$ cat src/rtl/sha_nonce_feeder_pkg.sv
// Shared constants, types and helpers for the SHA nonce feeder.
//  WORD_S / MSG_S / H_SIZE : SHA-256 word, message block and state widths
//  TAIL_S                  : width of the header tail (merkle tail, time, nbits)
//  DELAY                   : default number of cycles between block issues
//  SHA_PAD_WORD            : first padding word after the 640-bit header
//  BTC_LEN_WORD            : message length word (640 bits) in the last slot
package sha_nonce_feeder_pkg;

    localparam int WORD_S = 32;
    localparam int MSG_S  = 512;
    localparam int H_SIZE = 256;
    localparam int TAIL_S = 96;
    localparam int DELAY  = 4;

    localparam logic [WORD_S-1:0] SHA_PAD_WORD = 32'h8000_0000;
    localparam logic [WORD_S-1:0] BTC_LEN_WORD = 32'h0000_0280;

    typedef enum logic [1:0] {
        ST_IDLE,
        ST_ISSUE,
        ST_GAP,
        ST_FIN
    } feeder_state_t;

    // Reverse byte order of one 32-bit word.
    function automatic logic [WORD_S-1:0] bswap32(input logic [WORD_S-1:0] w);
        return {w[7:0], w[15:8], w[23:16], w[31:24]};
    endfunction

endpackage

$ cat src/rtl/sha_nonce_feeder_pad_block.sv
// Combinational builder of the padded second-chunk block of a Bitcoin header.
//  tail  in  96   header bytes 64..75, MSB word first
//  nonce in  32   nonce placed in word 3 (optionally byte-swapped)
//  block out 512  16 words, word 0 in the MSBs
// Layout: tail0, tail1, tail2, nonce, pad word, ten zero words, length word.
module sha_nonce_feeder_pad_block
    import sha_nonce_feeder_pkg::*;
#(
    parameter bit BSWAP = 1'b0
) (
    input  logic [TAIL_S-1:0] tail,
    input  logic [WORD_S-1:0] nonce,
    output logic [MSG_S-1:0]  block
);

    logic [WORD_S-1:0] words [16];

    assign words[0]  = tail[TAIL_S-1 -: WORD_S];
    assign words[1]  = tail[TAIL_S-1-WORD_S -: WORD_S];
    assign words[2]  = tail[WORD_S-1:0];
    assign words[3]  = BSWAP ? bswap32(nonce) : nonce;
    assign words[4]  = SHA_PAD_WORD;
    assign words[15] = BTC_LEN_WORD;

    genvar gi;
    generate
        for (gi = 5; gi < 15; gi++) begin : g_zero_words
            assign words[gi] = '0;
        end
        for (gi = 0; gi < 16; gi++) begin : g_pack
            assign block[MSG_S-1-WORD_S*gi -: WORD_S] = words[gi];
        end
    endgenerate

endmodule

$ cat src/rtl/sha_nonce_feeder.sv
// Issue side of the SHA message-schedule stage. Latches a job (midstate, header
// tail, nonce range), then sweeps the nonce range issuing one padded block every
// ISSUE_GAP cycles (ISSUE_GAP >= 2).
//  clk, reset       clock and synchronous active-high reset
//  start            1-cycle pulse: latch job and begin sweep (ignored while busy)
//  stop             abort sweep; no en after the stop cycle
//  midstate         SHA-256 state after chunk 0, forwarded as Hin
//  hdr_tail         header bytes 64..75 as 3 words, MSB word first
//  nonce_first/last inclusive nonce range, modulo 2^32
//  en               1-cycle issue strobe
//  nonce, M         current nonce and padded block, held until next en
//  Hin              latched midstate, held for the whole job
//  busy, done       sweep in progress / 1-cycle end pulse
//  aborted          end came from stop, held until next start
module sha_nonce_feeder
    import sha_nonce_feeder_pkg::*;
#(
    parameter int ISSUE_GAP   = DELAY,
    parameter bit NONCE_BSWAP = 1'b0
) (
    input  logic              clk,
    input  logic              reset,
    input  logic              start,
    input  logic              stop,
    input  logic [H_SIZE-1:0] midstate,
    input  logic [TAIL_S-1:0] hdr_tail,
    input  logic [WORD_S-1:0] nonce_first,
    input  logic [WORD_S-1:0] nonce_last,
    output logic              en,
    output logic [WORD_S-1:0] nonce,
    output logic [MSG_S-1:0]  M,
    output logic [H_SIZE-1:0] Hin,
    output logic              busy,
    output logic              done,
    output logic              aborted
);

    localparam int GAP_W = (ISSUE_GAP > 2) ? $clog2(ISSUE_GAP) : 1;

    feeder_state_t     state_reg, state_next;
    logic [GAP_W-1:0]  gap_reg, gap_next;
    logic [WORD_S-1:0] nonce_reg, nonce_next;
    logic [WORD_S-1:0] last_reg, last_next;
    logic [TAIL_S-1:0] tail_reg, tail_next;
    logic [H_SIZE-1:0] hin_reg, hin_next;
    logic [MSG_S-1:0]  m_reg, m_next;
    logic              en_reg, done_reg, busy_reg, aborted_reg;
    logic              start_job, abort_set;

    // Block for the nonce about to be issued; registered only on ISSUE entry
    // so M never moves during GAP.
    sha_nonce_feeder_pad_block #(
        .BSWAP (NONCE_BSWAP)
    ) u_pad (
        .tail  (tail_next),
        .nonce (nonce_next),
        .block (m_next)
    );

    always_comb begin
        state_next = state_reg;
        gap_next   = gap_reg;
        nonce_next = nonce_reg;
        last_next  = last_reg;
        tail_next  = tail_reg;
        hin_next   = hin_reg;
        start_job  = 1'b0;
        abort_set  = 1'b0;
        case (state_reg)
            ST_IDLE: begin
                // stop wins over a simultaneous start
                if (start && !stop) begin
                    start_job  = 1'b1;
                    state_next = ST_ISSUE;
                    nonce_next = nonce_first;
                    last_next  = nonce_last;
                    tail_next  = hdr_tail;
                    hin_next   = midstate;
                end
            end
            ST_ISSUE: begin
                // Reaching the last nonce is a normal finish even if stop is high.
                if (nonce_reg == last_reg) begin
                    state_next = ST_FIN;
                end else if (stop) begin
                    state_next = ST_FIN;
                    abort_set  = 1'b1;
                end else begin
                    state_next = ST_GAP;
                    gap_next   = GAP_W'(ISSUE_GAP - 2);
                end
            end
            ST_GAP: begin
                if (stop) begin
                    state_next = ST_FIN;
                    abort_set  = 1'b1;
                end else if (gap_reg == '0) begin
                    state_next = ST_ISSUE;
                    nonce_next = nonce_reg + WORD_S'(1);
                end else begin
                    gap_next = gap_reg - GAP_W'(1);
                end
            end
            ST_FIN: begin
                state_next = ST_IDLE;
            end
            default: begin
                state_next = ST_IDLE;
            end
        endcase
    end

    always_ff @(posedge clk) begin
        if (reset) begin
            state_reg   <= ST_IDLE;
            gap_reg     <= '0;
            nonce_reg   <= '0;
            last_reg    <= '0;
            tail_reg    <= '0;
            hin_reg     <= '0;
            m_reg       <= '0;
            en_reg      <= 1'b0;
            done_reg    <= 1'b0;
            busy_reg    <= 1'b0;
            aborted_reg <= 1'b0;
        end else begin
            state_reg <= state_next;
            gap_reg   <= gap_next;
            nonce_reg <= nonce_next;
            last_reg  <= last_next;
            tail_reg  <= tail_next;
            hin_reg   <= hin_next;
            en_reg    <= (state_next == ST_ISSUE);
            done_reg  <= (state_next == ST_FIN);
            if (state_next == ST_ISSUE) begin
                m_reg <= m_next;
            end
            if (start_job) begin
                busy_reg    <= 1'b1;
                aborted_reg <= 1'b0;
            end else if (state_next == ST_FIN) begin
                busy_reg <= 1'b0;
            end
            if (abort_set) begin
                aborted_reg <= 1'b1;
            end
        end
    end

    assign en      = en_reg;
    assign nonce   = nonce_reg;
    assign M       = m_reg;
    assign Hin     = hin_reg;
    assign busy    = busy_reg;
    assign done    = done_reg;
    assign aborted = aborted_reg;

endmodule

$ cat config.mk
export PLATFORM = sky130hd
export DESIGN_NAME = sha_nonce_feeder
export DESIGN_NICKNAME = d
export VERILOG_FILES = /design/src/rtl/sha_nonce_feeder_pkg.sv /design/src/rtl/sha_nonce_feeder_pad_block.sv /design/src/rtl/sha_nonce_feeder.sv
export SDC_FILE = /design/constraint.sdc
export NUM_CORES = 1
export LEC_CHECK = 0
export ABC_AREA = 1
export BUFFER_PORTS_ARGS = -buffer_cell sky130_fd_sc_hd__buf_2
export CORE_AREA = 2 2 482 484
export CTS_BUF_LIST = sky130_fd_sc_hd__clkbuf_2
export CTS_CLUSTER_SIZE = 40
export DETAILED_ROUTE_END_ITERATION = 10
export DIE_AREA = 0 0 484 486
export PLACE_DENSITY_LB_ADDON = 0.05
export SLEW_MARGIN = 40
export SYNTH_ARGS = -nofsm -noshare
export SYNTH_HDL_FRONTEND = slang
export SYNTH_SLANG_ARGS = --single-unit
export TNS_END_PERCENT = 50
$ cat constraint.sdc
create_clock -name clk -period 2.4 [get_ports clk]
set_input_delay 0.48 -clock clk [delete_from_list [all_inputs] [get_ports clk]]
set_output_delay 0.48 -clock clk [all_outputs]
set_load 0.01 [all_outputs]
==> out/metrics.cfg, run 1 <==
[floorplanning]
dieArea_sq_um = 235000
rows = 176
io_pins = 1224
die_y_um = 486
initial_core_util = 0.109
core_area_sq_um = 229000
die-width_um = 484

[placement]
portBuffers = 842
gp_congestion = 0.712
dp_slack_ps = -41.4
dp_hpwl_um = 113000

[worst_setup_path]
crit_buf_inv = 2
cp.arrival_ps = 2320
r2r-start = nonce[0]$_SDFF_PP0_
cp.required_ps = 1920
slowest_delay_ps = 340
crit_top_cell = buf_6
path_cells = buf_6 > buf_6
crit_family = flip-flops
rrSetupSlack_ps = -130
endpoint_kind = primary output
critical_path_class = register to primary output
reg2reg_depth = 16
cp_max_fo = 2
cp_slowest_cell = dfxtp_2
timing.rr.end = M[398]$_SDFFE_PP0N_
cp-start-kind = register

[yosys]
ys_ff_latch = 553
muxShareOfSynthArea = 0.0383
ys_seq_area_frac = 0.441
synth_fa_ha_area_frac = 0.00249
synthCells = 3399
synth_area_sq_um = 25100
syn_avg_cell_area_sq_um = 7.38
ys_warn_count = 0
synth-edff-count = 0
synthSimpleGateAreaFrac = 0.234
synthArstFlopShare = 0
synth_top_family_by_area = simple AND/OR/NAND/NOR gates
yosysUniqueCellTypes = 38
synth_compound_area_frac = 0.0818
ys.flop_type = dfxtp_1
synthXorXnorAreaFrac = 0.00838

[power_and_ir_drop]
power_density_nw_per_um2 = 762
vdd_drop_max_uv = 540
combPwrFrac = 0.443
p_int_mw = 22.8
leakage_nw = 23.4
sw_frac_of_total = 0.413
switchingPower_mw = 16.1
pwr-share-seq = 0.328
clkPwrFrac = 0.229

[cts]
root_buffer = clkbuf_2
htreeDepth = 4
clock-sinks = 553
cts_tree = yes
clkTransAtPathRegs_ps = 90
clkLatencyLatePin_ps = 1740
cts_buffer_depth = 3
cts-buffers-inserted = 195

[timing]
max_clock_freq_ghz = 0.357
tightest_slew_ps = 1120
maxSlewHeadroom = 0.256
post-route-period-util = 1.17
rsz0062_at_grt = yes
period_needed_ps = 2800
setup_viol = 505
setup_slack_ps = -402
hold_violations = 0
slew_viol_final = 0
fin_worst_skew_ps = 153
tns_ps = -94630

[detailed_routing]
drt_iter0_markers = 771
met2_length_um = 74000
via_per_inst = 3.28
remaining_drc_errors = 0
wirelength_um = 154000
drt.antenna.violating_nets = 0
wl_met3_um = 14000
wire_per_inst_um = 17.3
met1_length_um = 61900
vias = 29300
top_layer = met5
drt-pass1-iter-count = 4

[finish]
seq_area_sq_um = 11700
final_cell_mix = 1240 x dlygate4sd3_1, 946 x nand2_1, 426 x buf_6
multi_input_area_sq_um = 10600
filler_cell_count = 25900
layout.nets = 6171
area_growth_pct = 103
drive_above_1_share = 0.322
largest_reg_flops = 256
final_common_cell = dlygate4sd3_1

[outcome]
outcome = complete, but fails checks
violations = setup timing

[run]
max_cap_violations = 0

[grt]
grt_max_degree = 96
antenna_found_initial = 16
grt_pass1_wl_um = 219000
grt_pass1_vias = 31200
gr-total-overflow = 0
grt_usage = 0.128

[hold_path]
hold_path_class = primary input to register
whs_endpoint = M[405]$_SDFFE_PP0N_
min_from = nonce_first[21]
min_path_cells = 7

==> kinds of logic after synthesis <==
| logic type | after synthesis |
|---|---|
| xor gates and xnor gates | 24 |
| adders and majority gates | 5 |
| DFF | 553 |
| other | 1 |
| and+or+nand+nor | 1445 |
| AOI/OAI and AO/OA | 392 |
| buffers and inverters | 883 |
| muxes | 96 |
==> power groups by stage <==
stage	registers, mW	logic [mW]	clock network (mW)
floorplan	12.7	7.15	0
global placement	12.3	14.0	0
detailed placement	12.3	14.0	0
CTS	12.5	16.9	9.87
global route	13.0	19.2	10.2
finish	12.7	17.2	8.91
==> layer usage <==
metal | GRT usage | vias to the layer above
li1 | - | 14700
met1 | 0.141 | 13400
met2 | 0.221 | 949
met3 | 0.0540 | 239
met4 | 0.0409 | 12
met5 | 0 | -
==> per-stage QoR <==
stage | utilization | hold WS, ps | instance area [sq um] | cells | total power [mW]
final | 0.222 | 440 | 51000 | 8917 | 38.9
after detailed placement | 0.143 | 451 | 32700 | 7246 | 26.2
after CTS | 0.216 | 3.60 | 49500 | 8871 | 39.3
after global placement | 0.143 | 450 | 32700 | 7246 | 26.4
after global routing | 0.222 | 134 | 51000 | 8915 | 42.4
after floorplan | - | 444 | 26500 | 3779 | 19.8
==> what timing repair did <==
item / 4_1_cts / 5_1_grt
endpoints found under the hold margin: 553 / 0
hold buffers: 1240 / 0
gates resized for setup: 758 / 420
setup buffers: 63 / 33
pin swaps: 0 / 0
endpoints found under the setup margin: 510 / 609
==> Yosys cell counts (2+ instances only) <==
cell,n,area (sq um)
nor3_1,6,30.0
xor2_1,2,17.5
ha_1,5,62.6
nand2_1,946,3550
inv_1,277,1040
nand3b_1,2,15.0
clkbuf_1,146,548
dfxtp_1,553,11100
nor2_2,2,12.5
buf_4,384,2880
or2_2,5,31.3
nor2_1,315,1180
a31oi_1,2,12.5
buf_6,7,78.8
o21ai_0,32,160
mux2i_1,96,961
inv_2,18,67.6
nand3_1,44,220
a21oi_1,327,1640
a22oi_1,23,173
buf_2,24,120
nand2_4,11,124
xnor2_1,22,193
nand4_1,112,701
buf_1,25,93.8
==> worst register-to-register path, cell delays in order (launching register included) <==
cell and delay (ps):
dfxtp_2 330, buf_4 130, buf_4 130, inv_1 80, nand2_1 60, nand2_1 80
nand2_1 80, nor2_1 110, nand2_1 70, nor2_2 180, nand3_2 160, nand2_4 170
nand3_4 140, buf_12 220, nand2_1 230, nand2_1 70, nor2_1 80
==> how the worst max path moves through the flow <==
stage	from	to	cells past startpoint
after floorplan	state_reg[0]$_SDFF_PP0_	M[502]$_SDFFE_PP0N_	11
after global placement	state_reg[1]$_SDFF_PP0_	nonce[25]$_SDFF_PP0_	8
after detailed placement	stop	M[458]$_SDFFE_PP0N_	10
after CTS	nonce[1]$_SDFF_PP0_	nonce[1]	2
after global routing	nonce[25]$_SDFF_PP0_	nonce[25]	2
final	nonce[1]$_SDFF_PP0_	nonce[1]	2
==> area by class of cell <==
type	instances	area share
Multi-Input combinational cell	2343	0.209
Sequential cell	553	0.229
Inverter	296	0.0220
Antenna cell	13	0.000637
Timing Repair Buffer	2357	0.431
Clock inverter	29	0.00446
Tap cell	3026	0.0742
Clock buffer	300	0.0294
No activity file was read; power rests on OpenSTA's default activity.
==> inputs of run 2 (changes only) <==
CELL_PAD_IN_SITES_DETAIL_PLACEMENT = 0   (was unset)
CELL_PAD_IN_SITES_GLOBAL_PLACEMENT = 1   (was unset)
CORE_AREA = 5 5 476 478   (was 2 2 482 484)
DIE_AREA = 0 0 481 483   (was 0 0 484 486)
PLACE_DENSITY = 0.35   (was unset)
PLACE_DENSITY_LB_ADDON = unset   (was 0.05)
==> run 2 against run 1 <==
Effect of this change:
- the flow still finishes with violations (setup timing)
- critical endpoint is now nonce[12]
- critical path depth unchanged
- non-clock buffer count decreased by 83
- sequential power is essentially flat
==> out/metrics.cfg, run 2 (synthesis gave the netlist of run 1 again) <==
[floorplanning]
rows = 173
io_pins = 1224
initial_core_util = 0.113
core_area_sq_um = 221000
die_y_um = 483
die-width_um = 481
dieArea_sq_um = 232000

[cts]
clock-sinks = 553
cts-buffers-inserted = 193
clkTransAtPathRegs_ps = 90
cts_buffer_depth = 3
root_buffer = clkbuf_2
cts_tree = yes
clkLatencyLatePin_ps = 1660
htreeDepth = 4

[grt]
use_met2 = 0.220
grt_busiest_layer = met2
grt_pass1_vias = 30200
gr-total-overflow = 0
grt_max_degree = 93
globalRouteMet3Util = 0.0546
grt_pass1_wl_um = 217000
antenna_found_initial = 63
grt_use_met1 = 0.141
grt_usage = 0.128

[worst_setup_path]
cp.arrival_ps = 2250
cp-start-kind = register
reg2reg_depth = 9
path_cells = buf_6 > buf_6
cp_slowest_cell = dfxtp_4
cp.required_ps = 1920
critical_path_class = register to primary output
cp_max_fo = 2
startpoint = nonce[12]$_SDFF_PP0_
endpoint = nonce[12]
crit_top_cell = buf_6
r2r-start = state_reg[0]$_SDFF_PP0_
endpoint_kind = primary output
rrSetupSlack_ps = -140
timing.rr.end = M[446]$_SDFFE_PP0N_
slowest_delay_ps = 350

[detailed_routing]
vias = 29400
drt_iter0_markers = 854
wire_per_inst_um = 17.6
remaining_drc_errors = 0
drt-pass1-iter-count = 5
via_per_inst = 3.34
wirelength_um = 155000
drt.antenna.violating_nets = 0

[timing]
setup_slack_ps = -328
slew_viol_final = 0
period_needed_ps = 2730
tightest_slew_ps = 1070
rsz0062_at_grt = yes
hold_violations = 0
whs_ps = 294
fin_worst_skew_ps = 164
max_clock_freq_ghz = 0.367
post-route-period-util = 1.14
maxSlewHeadroom = 0.284
setup_viol = 457

[outcome]
outcome = complete, but fails checks
violations = setup timing

[power_and_ir_drop]
leakage_nw = 22.9
p_total_mw = 38.5
power_density_nw_per_um2 = 771
vdd_drop_max_uv = 406

[finish]
final_cell_mix = 1148 x dlygate4sd3_1, 946 x nand2_1, 424 x buf_2
filler_cell_count = 24800
final_common_cell = dlygate4sd3_1
layout.nets = 6086
largest_reg_flops = 256
seq_area_sq_um = 11700
drive_above_1_share = 0.326
final_cell_area_sq_um = 49900
multi_input_area_sq_um = 10600
layout.cells.non_filler = 8785
area_growth_pct = 99.0

[hold_path]
hold_path_class = primary input to register

[placement]
portBuffers = 842
placed_cells = 7216
placed_area_sq_um = 32900
dp_hpwl_um = 115000
gp_congestion = 0.752

[run]
max_cap_violations = 0

-- run 2: per-layer routing --
layer,share of wire,up-vias
met5,0.00060,-
met1,0.39,13400
met4,0.034,14
met2,0.48,1053
li1,-,14500
met3,0.096,326
-- run 2: final cells by class --
type                            count  area share
Timing Repair Buffer             2274       0.422
Sequential cell                   553       0.233
Clock inverter                     34     0.00426
Multi-Input combinational cell   2343       0.213
Clock buffer                      284      0.0285
Tap cell                         2975      0.0745
Antenna cell                       26     0.00130
Inverter                          296      0.0224
-- run 2: metrics by stage --
stage	TNS (ps)	utilization	worst slack, ps
after floorplan	0	-	377
after CTS	-240780	0.219	-792
after detailed placement	-88.9	0.148	-21.1
after global placement	-453	0.148	-25.1
after global routing	-243910	0.225	-730
final	-49340	0.226	-328
-- run 2: worst max-delay path, delay by kind of cell (launching register included) --
kind / cells / cell delay [ps]
flip-flops: 1 / 350
buffers and inverters: 2 / 240
-- run 2: repair_timing --
item	4_1_cts	5_1_grt
hold buffers	1149	0
pin swaps	0	0
setup endpoints to repair	494	598
hold endpoints to repair	553	0
gates resized for setup	726	445
cloned	0	0
setup buffers	59	32
-- run 2: worst min-delay path by stage --
stage                                        start                  endpoint  slack, ps  cells past startpoint
after global placement       Hin[132]$_SDFFE_PP0P_     Hin[132]$_SDFFE_PP0P_        450                      2
after detailed placement     Hin[125]$_SDFFE_PP0P_     Hin[125]$_SDFFE_PP0P_        450                      2
after CTS                            midstate[209]     Hin[209]$_SDFFE_PP0P_          6                      5
after global routing                         reset  last_reg[5]$_SDFFE_PP0P_        -20                      5
final                                        reset  last_reg[5]$_SDFFE_PP0P_        290                      5
after floorplan           last_reg[0]$_SDFFE_PP0P_  last_reg[0]$_SDFFE_PP0P_        440                      2
-- run 2: power breakdown --
part / internal, mW / switching [mW] / leakage [nW]
combinational: 8.49 / 9.11 / 16.9
sequential: 11.3 / 1.27 / 4.70
clock: 3.27 / 5.11 / 1.26
total: 23.0 / 15.5 / 22.9
==> inputs of run 3 (changes only) <==
CAP_MARGIN = 40   (was unset)
MAX_ROUTING_LAYER = met4   (was unset)
clock period = 3.29 ns   (was 2.4 ns; I/O delays follow)
==> run 3 against run 2 <==
Effect of this change:
- the flow still finishes with violations (setup timing)
- final cell count decreased by 1.1%
- count of clock-buffer cells in the layout decreased by 7
- first-iteration DRC count increased by 3.4%
- global-route usage increased by 0.37 points
- sequential share of layout area increased by 0.74 points
- total power decreased by 33%
- non-clock buffer count decreased by 88
- wire length increased by 0.64%
- via count decreased by 0.65%
- worst hold slack improved by 170 ps
- sequential power decreased by 30%
- critical endpoint is now last_reg[28]$_SDFFE_PP0P_
==> out/metrics.cfg, run 3 (synthesis gave the netlist of run 1 again) <==
[cts]
cts-buffers-inserted = 192
htreeDepth = 4
clock-sinks = 553
clkTransAtPathRegs_ps = 90
clkLatencyLatePin_ps = 1620
root_buffer = clkbuf_2
cts_tree = yes
cts_buffer_depth = 3

[placement]
gp_congestion = 0.758
placed_cells = 7084
dp_hpwl_um = 112000
dp_slack_ps = 491
portBuffers = 842
placed_area_sq_um = 31700

[grt]
gr-total-overflow = 0
grt_usage = 0.131
antenna_found_initial = 47
grt_pass1_vias = 30000
grt_max_degree = 144
grt_pass1_wl_um = 216000

[detailed_routing]
vias = 29200
wirelength_um = 156000
via_per_inst = 3.36
remaining_drc_errors = 0
wire_per_inst_um = 17.9
drt.antenna.violating_nets = 0
drt-pass1-iter-count = 5
drt_iter0_markers = 883

[worst_setup_path]
slowest_delay_ps = 1060
crit_family = buffers and inverters
path_depth = 9
path_cells = dlygate4sd3_1 > dlygate4sd3_1 > buf_8 > inv_4 > dlygate4sd3_1 > o21ai_0 > dlygate4sd3_1 > a21oi_1 > dlygate4sd3_1
cp.arrival_ps = 4880
endpoint = last_reg[28]$_SDFFE_PP0P_
startpoint = reset
r2r-start = state_reg[0]$_SDFF_PP0_
cp_slowest_cell = dlygate4sd3_1
rrSetupSlack_ps = 90
timing.rr.end = Hin[222]$_SDFFE_PP0P_
reg2reg_depth = 9
crit_buf_inv = 7
endpoint_kind = register
crit_top_cell = dlygate4sd3_1
cp-start-kind = primary input
critical_path_class = primary input to register
cp_max_fo = 31
cp.required_ps = 4790

[finish]
drive_above_1_share = 0.232
layout.cells.non_filler = 8688
final_cell_mix = 1246 x dlygate4sd3_1, 946 x nand2_1, 794 x buf_2
final_cell_area_sq_um = 46400
area_growth_pct = 85.0
largest_reg_flops = 256
filler_cell_count = 25300
final_common_cell = dlygate4sd3_1
layout.nets = 5997

[power_and_ir_drop]
power_density_nw_per_um2 = 557
clkPwrFrac = 0.240
pwr-share-seq = 0.336
sw_frac_of_total = 0.424
vdd_drop_max_uv = 478
switchingPower_mw = 11.0
p_int_mw = 14.9
combPwrFrac = 0.424
leakage_nw = 21.5

[timing]
period_needed_ps = 3380
tightest_slew_ps = 1040
fin_worst_skew_ps = 152
hold_violations = 0
tns_ps = -93.1
maxSlewHeadroom = 0.306
slew_viol_final = 0
rsz0062_at_grt = yes
post-route-period-util = 1.03
max_clock_freq_ghz = 0.296
setup_slack_ps = -93.1
setup_viol = 1

[floorplanning]
core_area_sq_um = 221000
die_y_um = 483
initial_core_util = 0.113
rows = 173
die-width_um = 481
io_pins = 1224
dieArea_sq_um = 232000

[outcome]
outcome = complete, but fails checks
violations = setup timing

[hold_path]
hold_path_class = register to register
min_from = Hin[29]$_SDFFE_PP0P_

[run]
max_cap_violations = 0

[run 3: cell types whose count changed in the layout (fill, tap and decap cells not counted), sizes merged, moves of 3 or more]
cell / change
clkinv: +7
buf: -189
diode: -9
dlygate4sd3: +98
clkinvlp: -4
clkbuf: -4
inv: +3
[run 3: final cells by class]
| class | count | area, sq um | area share |
|---|---|---|---|
| antenna | 17 | 42.5 | 0.000917 |
| clock buffer | 277 | 1390 | 0.0299 |
| clock inverter | 41 | 256 | 0.00553 |
| inverter | 296 | 1130 | 0.0243 |
| multi-input combinational | 2343 | 10600 | 0.229 |
| sequential | 553 | 11200 | 0.241 |
| tap | 2975 | 3720 | 0.0802 |
| timing repair buffer | 2186 | 18100 | 0.389 |
[run 3: layer usage]
| metal | vias up | track usage | routed length [um] |
|---|---|---|---|
| li1 | 14300 | - | - |
| met1 | 13500 | 0.143 | 62100 |
| met2 | 1046 | 0.220 | 74600 |
| met3 | 302 | 0.0507 | 14100 |
| met4 | 0 | 0.0433 | 4900 |
| met5 | - | - | 0 |
[run 3: worst min-delay path by stage]
stage	to	cells after the start
6_report	Hin[29]$_SDFFE_PP0P_	2
2_1_floorplan	last_reg[0]$_SDFFE_PP0P_	2
3_5_place_dp	Hin[129]$_SDFFE_PP0P_	2
5_1_grt	Hin[224]$_SDFFE_PP0P_	5
3_3_place_gp	Hin[105]$_SDFFE_PP0P_	2
4_1_cts	Hin[224]$_SDFFE_PP0P_	5
[run 3: tightest hold or removal path, cell delays in order, from the launching register on]
cell and delay [ps]:
dfxtp_1 320, nand2_1 60, a21oi_1 50
[run 3: through the flow]
stage                     hold WS, ps   util  power, mW
after floorplan                   444      -       14.5
after global placement            450  0.143       18.4
after detailed placement          452  0.143       18.4
after CTS                        41.9  0.209       26.8
after global routing              132  0.210       28.3
final                             466  0.210       25.9
[run 3: what timing repair did]
item / in CTS / in global routing
gates cloned: 0 / 3
hold endpoints to repair: 553 / 0
setup buffers: 21 / 0
hold buffers: 1247 / 0
gates resized for setup: 140 / 5
endpoints found under the setup margin: 64 / 49
[run 3: power groups by stage]
stage / Sequential [mW] / Clock, mW / Combinational [mW]
CTS: 8.73 / 6.82 / 11.3
detailed placement: 8.87 / 0 / 9.54
floorplan: 9.24 / 0 / 5.21
global route: 8.86 / 7.09 / 12.3
finish: 8.70 / 6.21 / 11.0
global placement: 8.85 / 0 / 9.59
